File: src/rtl/fft_pkg.sv
// Shared types and helpers for the in-place radix-2 DIT FFT stage sequencer.
package fft_pkg;

  typedef enum logic [1:0] {
    IDLE  = 2'd0,
    RUN   = 2'd1,
    STALL = 2'd2,
    DONE  = 2'd3
  } seq_state_t;

  localparam int LOG2N_DEF  = 4;
  localparam int BF_LAT_DEF = 2;
  localparam int STAGE_W    = LOG2N_DEF;
  localparam int TW_W       = LOG2N_DEF - 1;

  // Bit-reverse the low nbits of v; gives the RAM slot for natural-order sample v.
  function automatic int unsigned bitrev(input int unsigned v, input int unsigned nbits);
    int unsigned r;
    r = 0;
    for (int i = 0; i < int'(nbits); i++) begin
      r = (r << 1) | ((v >> i) & 1);
    end
    return r;
  endfunction

endpackage

File: src/rtl/fft_addr_gen.sv
// Butterfly address/twiddle generator: (stage s, butterfly k) -> (a, a+2**s, twiddle k).
module fft_addr_gen
  import fft_pkg::*;
#(
  parameter int LOG2N = STAGE_W
) (
  input  logic [LOG2N-1:0] i_stage,
  input  logic [LOG2N-2:0] i_bf_cnt,
  output logic [LOG2N-1:0] o_addr_a,
  output logic [LOG2N-1:0] o_addr_b,
  output logic [LOG2N-2:0] o_tw_idx
);

  logic [LOG2N-2:0] w_mask;
  logic [LOG2N-2:0] w_j;
  logic [LOG2N-1:0] w_g;
  logic [LOG2N-1:0] w_h;
  logic [LOG2N-1:0] w_tw_sh;

  // Mask keeps the low s bits of k (position inside the butterfly group).
  assign w_mask   = ~({(LOG2N-1){1'b1}} << i_stage);
  assign w_j      = i_bf_cnt & w_mask;
  assign w_g      = {1'b0, i_bf_cnt} >> i_stage;
  assign w_h      = LOG2N'(1) << i_stage;
  assign w_tw_sh  = LOG2N'(LOG2N-1) - i_stage;

  assign o_addr_a = (w_g << (i_stage + LOG2N'(1))) | {1'b0, w_j};
  assign o_addr_b = o_addr_a + w_h;
  assign o_tw_idx = w_j << w_tw_sh;

endmodule

File: src/rtl/fft_stage_sequencer.sv
// Stage sequencer: issues N/2 butterflies per stage, stalls BF_LAT cycles between stages
// so write-backs land, and delays the issue addresses into write-back strobes.
module fft_stage_sequencer
  import fft_pkg::*;
#(
  parameter int LOG2N  = STAGE_W,
  parameter int BF_LAT = BF_LAT_DEF
) (
  input  logic             i_clock,
  input  logic             i_reset,
  input  logic             i_start,
  output logic             o_busy,
  output logic             o_done,
  output logic [LOG2N-1:0] o_stage,
  output logic             o_rd_en,
  output logic [LOG2N-1:0] o_rd_addr_a,
  output logic [LOG2N-1:0] o_rd_addr_b,
  output logic [LOG2N-2:0] o_tw_idx,
  output logic             o_wr_en,
  output logic [LOG2N-1:0] o_wr_addr_a,
  output logic [LOG2N-1:0] o_wr_addr_b,
  output logic [1:0]       o_dbg_state
);

  localparam int NH    = 2 ** (LOG2N - 1);
  localparam int LAT_W = $clog2(BF_LAT + 1);

  // start is a one-cycle request honoured only in IDLE/DONE; done stays high
  // until the next accepted start, and busy covers every issue and stall cycle.
  seq_state_t       r_state;
  logic [LOG2N-1:0] r_stage;
  logic [LOG2N-1:0] r_bf;
  logic [LAT_W-1:0] r_lat;
  logic             r_busy;
  logic             r_done;
  logic             r_rd_en;
  logic [LOG2N-1:0] r_rd_a;
  logic [LOG2N-1:0] r_rd_b;
  logic [LOG2N-2:0] r_tw;
  logic             r_dly_en [BF_LAT];
  logic [LOG2N-1:0] r_dly_a  [BF_LAT];
  logic [LOG2N-1:0] r_dly_b  [BF_LAT];

  logic [LOG2N-1:0] w_issue_stage;
  logic [LOG2N-2:0] w_issue_bf;
  logic [LOG2N-1:0] w_gen_a;
  logic [LOG2N-1:0] w_gen_b;
  logic [LOG2N-2:0] w_gen_tw;
  logic             w_last_stage;
  logic             w_lat_done;

  // r_bf counts the next butterfly to issue; leaving STALL issues k=0 of the next stage.
  assign w_issue_stage = (r_state == STALL) ? r_stage + LOG2N'(1) : r_stage;
  assign w_issue_bf    = (r_state == STALL) ? '0 : r_bf[LOG2N-2:0];
  assign w_last_stage  = (r_stage == LOG2N'(LOG2N - 1));
  assign w_lat_done    = (r_lat == LAT_W'(BF_LAT - 1));

  fft_addr_gen #(.LOG2N(LOG2N)) u_addr_gen (
    .i_stage  (w_issue_stage),
    .i_bf_cnt (w_issue_bf),
    .o_addr_a (w_gen_a),
    .o_addr_b (w_gen_b),
    .o_tw_idx (w_gen_tw)
  );

  always_ff @(posedge i_clock) begin
    if (!i_reset) begin
      r_state <= IDLE;
      r_stage <= '0;
      r_bf    <= '0;
      r_lat   <= '0;
      r_busy  <= 1'b0;
      r_done  <= 1'b0;
      r_rd_en <= 1'b0;
      r_rd_a  <= '0;
      r_rd_b  <= '0;
      r_tw    <= '0;
    end else begin
      r_rd_en <= 1'b0;
      case (r_state)
        IDLE, DONE: begin
          if (i_start) begin
            r_state <= RUN;
            r_busy  <= 1'b1;
            r_done  <= 1'b0;
            r_stage <= '0;
            r_bf    <= LOG2N'(1);
            r_rd_en <= 1'b1;
            r_rd_a  <= w_gen_a;
            r_rd_b  <= w_gen_b;
            r_tw    <= w_gen_tw;
          end
        end
        RUN: begin
          if (r_bf == LOG2N'(NH)) begin
            r_state <= STALL;
            r_lat   <= '0;
          end else begin
            r_bf    <= r_bf + LOG2N'(1);
            r_rd_en <= 1'b1;
            r_rd_a  <= w_gen_a;
            r_rd_b  <= w_gen_b;
            r_tw    <= w_gen_tw;
          end
        end
        STALL: begin
          if (!w_lat_done) begin
            r_lat <= r_lat + LAT_W'(1);
          end else if (w_last_stage) begin
            r_state <= DONE;
            r_busy  <= 1'b0;
            r_done  <= 1'b1;
            r_stage <= '0;
            r_bf    <= '0;
          end else begin
            r_state <= RUN;
            r_stage <= r_stage + LOG2N'(1);
            r_bf    <= LOG2N'(1);
            r_rd_en <= 1'b1;
            r_rd_a  <= w_gen_a;
            r_rd_b  <= w_gen_b;
            r_tw    <= w_gen_tw;
          end
        end
        default: r_state <= IDLE;
      endcase
    end
  end

  // Reset flushes the delay line so no stale write-back survives an aborted run.
  always_ff @(posedge i_clock) begin
    if (!i_reset) begin
      for (int i = 0; i < BF_LAT; i++) begin
        r_dly_en[i] <= 1'b0;
        r_dly_a[i]  <= '0;
        r_dly_b[i]  <= '0;
      end
    end else begin
      r_dly_en[0] <= r_rd_en;
      r_dly_a[0]  <= r_rd_a;
      r_dly_b[0]  <= r_rd_b;
      for (int i = 1; i < BF_LAT; i++) begin
        r_dly_en[i] <= r_dly_en[i-1];
        r_dly_a[i]  <= r_dly_a[i-1];
        r_dly_b[i]  <= r_dly_b[i-1];
      end
    end
  end

  assign o_busy      = r_busy;
  assign o_done      = r_done;
  assign o_stage     = r_stage;
  assign o_rd_en     = r_rd_en;
  assign o_rd_addr_a = r_rd_a;
  assign o_rd_addr_b = r_rd_b;
  assign o_tw_idx    = r_tw;
  assign o_wr_en     = r_dly_en[BF_LAT-1];
  assign o_wr_addr_a = r_dly_a[BF_LAT-1];
  assign o_wr_addr_b = r_dly_b[BF_LAT-1];
  assign o_dbg_state = r_state;

endmodule

File: config.mk
export PLATFORM = sky130hd
export DESIGN_NAME = fft_stage_sequencer
export DESIGN_NICKNAME = d
export VERILOG_FILES = /design/src/rtl/fft_pkg.sv /design/src/rtl/fft_addr_gen.sv /design/src/rtl/fft_stage_sequencer.sv
export SDC_FILE = /design/constraint.sdc
export NUM_CORES = 1
export LEC_CHECK = 0
export CAP_MARGIN = 0
export CORE_ASPECT_RATIO = 0.9
export CORE_MARGIN = 5
export CORE_UTILIZATION = 55
export DETAILED_ROUTE_END_ITERATION = 10
export PLACE_DENSITY = 0.78
export RECOVER_POWER = 100
export SETUP_SLACK_MARGIN = 0.5
export SYNTH_ARGS = -nofsm -noshare
export SYNTH_HDL_FRONTEND = slang
export SYNTH_SLANG_ARGS = --single-unit
File: constraint.sdc
create_clock -name i_clock -period 4.76 [get_ports i_clock]
set_clock_uncertainty 0.2 [all_clocks]
set_input_delay 1.19 -clock i_clock [delete_from_list [all_inputs] [get_ports i_clock]]
set_output_delay 1.19 -clock i_clock [all_outputs]
set_load 0.02 [all_outputs]
Word level (Yosys, flattened, before mapping):

Memories as Yosys holds them, arrays and structs flattened.
Cells that the tools add are included.
Widths: inputs -> output; s select.

* $add $sub $neg: 6
* eq/ne operators: 13
* shift operators: 5
* multiplexer cells: 55
* bitwise logic cells: 9
* reductions and logical operators: 10

Operators with widths (count)
* $mux 4: 19
* $pmux 4 s3: 3
* $mux 1: 15
* $mux 3: 5
* $ne 2x2->1 const B: 7
* $add 4x1->4 const B: 3
* $mux 2: 6
* $reduce_and 3->1: 4
* $pmux 3 s3: 1
* $pmux 4 s2: 1
* $reduce_and 4->1: 2
* $or 1x1->1: 6
* $pmux 2 s3: 1
* $add 4x4->4: 1
* $eq 2x1->1 const B: 2
* $eq 2x2->1 const B: 2
* $eq 4x2->1 const B: 1
* $eq 4x4->1 const B: 1
* $or 4x3->4: 1
* $pmux 1 s2: 2
* $pmux 2 s2: 1
* $reduce_bool 2->1: 2
* $shl 1x4->4 const A: 1
* $shl 3x4->3: 1
* other kinds (10): 10

* register bits: 26
* bits in writable memories: 18
* output and inout port bits: 29
* memories: 3

Memory list
* r_dly_a: depth 2, bits a word 4, rd ports 2, clocked after Yosys merged registers in 0, wr ports 2, line fft_stage_sequencer.sv:41 `logic [LOG2N-1:0] r_dly_a [BF_LAT];`
* r_dly_b: depth 2, bits a word 4, rd ports 2, clocked after Yosys merged registers in 0, wr ports 2, line fft_stage_sequencer.sv:42 `logic [LOG2N-1:0] r_dly_b [BF_LAT];`
* r_dly_en: depth 2, bits a word 1, rd ports 2, clocked after Yosys merged registers in 0, wr ports 2, line fft_stage_sequencer.sv:40 `logic r_dly_en [BF_LAT];`

Longest topological paths before layout:

* depth after elaboration: 10
* gate-level depth with buffers: 18
* mapped depth without buffers: 17

By module:

Synthesis repeated with hierarchy kept, for this count alone.

* cell total of the unflattened synthesis: 261
* area total of the unflattened synthesis: 2277.2 µm²

By module, submodules not included
* fft_stage_sequencer: instances 1, cells an instance 214, area each 1911.8 µm²
* fft_addr_gen: instances 1, cells an instance 47, area each 365.4 µm²

Least setup slack after synthesis:

Ideal clock, no wire load.

* path type: reg2reg
* start: register r_state[0], in the netlist o_dbg_state[0]
* end: register r_rd_b[3], in the netlist o_rd_addr_b[3]
* data arrival time: 3.293 ns
* setup slack: 1.180 ns
* cell stages (with the launch flop): 19
* buffers on the path: 1
* clock period less this slack: 3.580 ns
* cell sequence: dfxtp_1 > inv_1 > ha_1 > buf_6 > nor2b_2 > nor2_2 > inv_1 > ha_1 > xor2_1 > nor3_1 > o221a_2 > or2_1 > nor2b_1 > ha_1 > a21o_1 > a21oi_1 > nor4_1 > o211a_1 > o31ai_1

* longest elaborated chain between the ends: 10
* elaborated cells between the ends (all ways): 26

Ends and longest elaborated chain
* from (decl): line fft_stage_sequencer.sv:30 `seq_state_t r_state;`
* from (signal assigned): line fft_stage_sequencer.sv:68 `r_state <= IDLE;`
* from (signal assigned): line fft_stage_sequencer.sv:83 `r_state <= RUN;`
* from (signal assigned): line fft_stage_sequencer.sv:96 `r_state <= STALL;`
* $eq 2x2->1 (*): line fft_stage_sequencer.sv:53, fft_stage_sequencer.sv:54
* branches (longest 4 deep; another with $add 4x1->4)
* $or 4x3->4 (*): line fft_addr_gen.sv:27 `assign o_addr_a = (w_g << (i_stage + LOG2N'(1))) | {1'b0, w_j};`
* named net u_addr_gen.o_addr_a[1]: line fft_addr_gen.sv:9 `output logic [LOG2N-1:0] o_addr_a,`
* $add 4x4->4 (*): line fft_addr_gen.sv:28 `assign o_addr_b = o_addr_a + w_h;`
* $mux 4: line fft_stage_sequencer.sv:109 `end else if (w_last_stage) begin`
* $mux 4: line fft_stage_sequencer.sv:107 `if (!w_lat_done) begin`
* $pmux 4 s3 (*): line fft_stage_sequencer.sv:80 `case (r_state)`
* to (signal assigned): line fft_stage_sequencer.sv:90 `r_rd_b <= w_gen_b;`
* to (signal assigned): line fft_stage_sequencer.sv:102 `r_rd_b <= w_gen_b;`
* to (signal assigned): line fft_stage_sequencer.sv:121 `r_rd_b <= w_gen_b;`
* to (decl): line fft_stage_sequencer.sv:38 `logic [LOG2N-1:0] r_rd_b;`

Mark *: on every way through the listed nets, which the timed path passes. The select of a mux whose other input is x is not followed.
A chain may end at the register's enable or synchronous reset.

Worst setup path in the final report:

* start: register r_state[1], in the netlist o_dbg_state[1]
* end: register r_rd_b[3], in the netlist o_rd_addr_b[3]

Same word-level chain as after synthesis.

==> results.rst <==
.. list-table::
   :header-rows: 1

   * - Metric
     - Value
   * - CTS root buffer
     - sky130_fd_sc_hd__clkbuf_8
   * - Initial cell density of the core
     - 0.579
   * - Synth Net Count
     - 298
   * - DP HPWL
     - 3.87 mm
   * - Core utilization of the finished layout
     - 0.663
   * - Detailed-route via count
     - 2082
   * - Number of DRC violations after detailed-routing iteration 0
     - 117
   * - FMAX
     - 0.257 GHz
   * - Syn Std Cell Area
     - 0.00240 mm²
   * - Post-synthesis area per instance
     - 8.47 µm²
   * - Number of hold-slack violations in the final timing report
     - 0
   * - Data required, critical path
     - 4.77 ns
   * - Setup-violating endpoint count in the final report
     - 0
   * - Worst r2r src
     - o_dbg_state[1]
   * - Biggest cell delay along the critical path
     - 0.38 ns
   * - Number of vias per cell after detailed routing
     - 5.72
   * - Maximum fanout encountered on the critical timing path
     - 5
   * - DRC violations left
     - 0
   * - Hold Path Depth
     - 1
   * - Leading area contributor after synthesis
     - sky130_fd_sc_hd__dfxtp_1
   * - Worst slew margin relative to its limit
     - 0.447
   * - Number of buffers on the longest clock path
     - 2
   * - Die width
     - 79.7 µm
   * - Synth async-reset ratio
     - 0
   * - Count of flip-flops with a built-in enable after synthesis
     - 0
   * - Leakage Power
     - 1.14 nW
   * - Critical path cell sequence
     - ha_1 -> mux2i_1 -> inv_1 -> ha_1 -> xor2_1 -> nor3_1 -> o221a_2 -> or2_0 -> nor2b_1 -> ha_1 -> a21o_1 -> a21oi_1 -> nor4_1 -> o211a_1 -> o31ai_1
   * - Antenna Cells
     - 0
   * - Register area share after synthesis
     - 0.366
   * - Initial antenna violation count
     - 0
   * - Core ar.
     - 0.00416 mm²
   * - CTS tree
     - built
   * - Post-CTS sizing
     - 0
   * - Largest net degree at the start of global routing
     - 25
   * - Average wire length per cell after detail routing
     - 14.2 µm
   * - Type of the worst setup path
     - flop to flop
   * - Design Power
     - 0.000845 W
   * - Slowest stage cell, crit path
     - sky130_fd_sc_hd__dfxtp_1
   * - Final global-route overflow total
     - 0
   * - Worst min path class
     - flop to flop
   * - Setup repair after global routing missed its margin
     - no
   * - FF-to-FF path depth
     - 15
   * - Number of rows in the core area
     - 22
   * - Final setup TNS
     - 0 ns
   * - #FFs+latches synth
     - 44
   * - First-pass GRT wire length
     - 8.86 mm
   * - Terminating pin of the worst hold path
     - r_dly_en[0][1]
   * - Number of buffers added on ports
     - 31
   * - Num CTS Buffers
     - 5
   * - Count of cell types in the netlist
     - 60
   * - Cell area after placement
     - 0.00266 mm²
   * - Post-route ant nets
     - 0
   * - Placed Instances
     - 356
   * - TritonRoute pass-1 iters
     - 4
   * - Max Slew Vio Count
     - 0
   * - Register-to-Register Setup Slack
     - 0.87 ns
   * - Post-CTS repair timing setup buffer count
     - 0
   * - Synth top area share
     - 0.366
   * - Slew at the pin with the worst max-slew slack
     - 0.830 ns
   * - YS warnings
     - 0
   * - Clock-pin slew on the worst setup and hold paths
     - 0.09 ns
   * - Wire length reported by the detailed router
     - 5.16 mm
   * - Number of buffers added to fix hold violations after cts
     - 0
   * - Max-cap check violation count
     - 0
   * - Num Clock Sinks
     - 44
   * - Period utilisation layout
     - 0.818
   * - Post-synthesis to final-layout area growth
     - 14.7%
   * - Area contributors post-synth
     - sky130_fd_sc_hd__dfxtp_1 (37%), sky130_fd_sc_hd__and2_1 (6.0%), sky130_fd_sc_hd__ha_1 (5.2%)
   * - Endpoint of the lowest-slack register-to-register path
     - o_rd_addr_b[3]
   * - Run status
     - completed
   * - Weighted congestion reported at the end of routability-driven placement
     - 0.898
   * - Final instance area
     - 0.00276 mm²
   * - Vert. Die Dim
     - 72.7 µm
   * - Latest clock arrival within the worst-skew pair
     - 0.30 ns
   * - Most instantiated flip-flop cell in the synthesis netlist
     - sky130_fd_sc_hd__dfxtp_1
   * - Most prevalent standard cell on the critical path
     - sky130_fd_sc_hd__ha_1
   * - Total global-route track usage
     - 0.190
   * - Ports placed on the boundary
     - 32
   * - Synthesized netlist cell count
     - 284
   * - Pwr per Cell Area
     - 306 mW/mm²
   * - Clock period minus final worst setup slack
     - 3.89 ns
   * - Launching element type of the critical path
     - flop
   * - Crit path DAT
     - 3.90 ns
   * - Number of non-filler instances in the completed layout
     - 364
   * - Maximum level of the CTS H-tree
     - 2
   * - Net total in the final layout
     - 317
   * - VDD IR max
     - 0.000176 V
   * - Fraction of final layout cells with drive strength greater than 1
     - 0.0658
   * - Kind of end point of the critical path
     - flop
   * - Total Die Area
     - 0.00580 mm²
   * - Via count of the first global-routing pass
     - 1915
   * - Startpoint of the tightest hold check path
     - r_dly_en[0][0]
[sequential cells by signal, summed over array words and instances (netlist names)]
signal	flops
o_done	1
r_dly_en	2
o_stage	4
r_lat	2
o_dbg_state	2
o_rd_addr_a	4
r_dly_b	8
o_rd_addr_b	4
r_bf	4
r_dly_a	8
o_tw_idx	3
o_rd_en	1
o_busy	1
[critical path: cells and delay by family (launching register included)]
kind / cells / cell delay, ns
AO/OA/AOI/OAI: 5 / 0.95
adder cells (fa/ha/maj): 3 / 0.85
AND/OR/NAND/NOR: 4 / 0.58
flip-flops: 1 / 0.38
multiplexers: 1 / 0.38
XOR/XNOR: 1 / 0.30
buffers and inverters: 1 / 0.17
[layout by cell type, fill, tap and decap left out, drive strengths merged, types with 4 or more instances in the layout]
master,netlist,layout
or3,4,4
o21ai,13,13
nor4,4,4
dlygate4sd3,0,31
clkbuf,6,5
nand2b,6,6
nor2b,4,4
ha,10,10
and3,4,4
nor2,22,22
a21oi,22,22
nand2,27,27
and2,23,23
nand3,7,7
nor3,9,9
inv,13,14
a211oi,5,5
dfxtp,44,44
[synthesized netlist by cell type, drive strengths merged (3+ instances only)]
master and number:
or3 4, xnor2 3, dfxtp 44, nor2b 4
a22oi 3, buf 16, inv 13, nor3 9
nand2 27, and2 23, o21ai 13, clkbuf 6
nand2b 6, ha 10, nand4 3, and3 4
nor4 4, a211oi 5, nor2 22, nand3 7
nand3b 3, a21oi 22, mux2i 3
[cell families after synthesis]
family / count (synthesis) / share of synthesized area
and+or+nand+nor: 124 / 0.290
xor gates and xnor gates: 5 / 0.0182
adders and majority gates: 11 / 0.0604
DFF: 44 / 0.366
muxes: 3 / 0.0140
buffers and inverters: 35 / 0.0838
AOI/OAI and AO/OA: 62 / 0.167
[metal layers]
layer  track usage  up-vias  part of all wire
met3        0.0531        8             0.064
met4        0.0324        0            0.0083
met1         0.236      966              0.44
li1              -     1029                 -
met2         0.331       79              0.49
met5             0        -                 0
[report_power, final]
part | internal, W | leakage, nW | switching (W)
combinational | 0.0000583 | 0.727 | 0.0000967
sequential | 0.000388 | 0.358 | 0.0000130
clock | 0.000158 | 0.0548 | 0.000131
[metrics by stage]
stage / hold slack [ns] / worst slack [ns]
floorplan: 0.212 / 1.18
global placement: 0.213 / 1.16
detailed placement: 0.220 / 1.07
CTS: 0.239 / 1.01
global route: 0.261 / 0.646
finish: 0.235 / 0.867
[how the worst max path moves through the flow]
stage	start	endpoint	slack, ns	depth (start not counted)
after floorplan	o_dbg_state[0]	o_rd_addr_b[3]	1.18	18
after global placement	o_dbg_state[0]	o_rd_addr_b[3]	1.16	17
after detailed placement	o_dbg_state[0]	o_rd_addr_b[3]	1.07	17
after CTS	o_dbg_state[0]	o_rd_addr_b[3]	1.01	17
after global routing	o_dbg_state[1]	o_rd_addr_b[3]	0.65	15
final	o_dbg_state[1]	o_rd_addr_b[3]	0.87	15
[final cells by class]
cell class / instances / area, µm²
Clock buffer: 5 / 68.8
Clock inverter: 3 / 46.3
Fill cell: 387 / 1400
Inverter: 13 / 48.8
Multi-Input combinational cell: 205 / 1310
Sequential cell: 44 / 881
Tap cell: 60 / 75.1
Timing Repair Buffer: 34 / 333
Note: power is estimated with default switching activity, not from simulation.
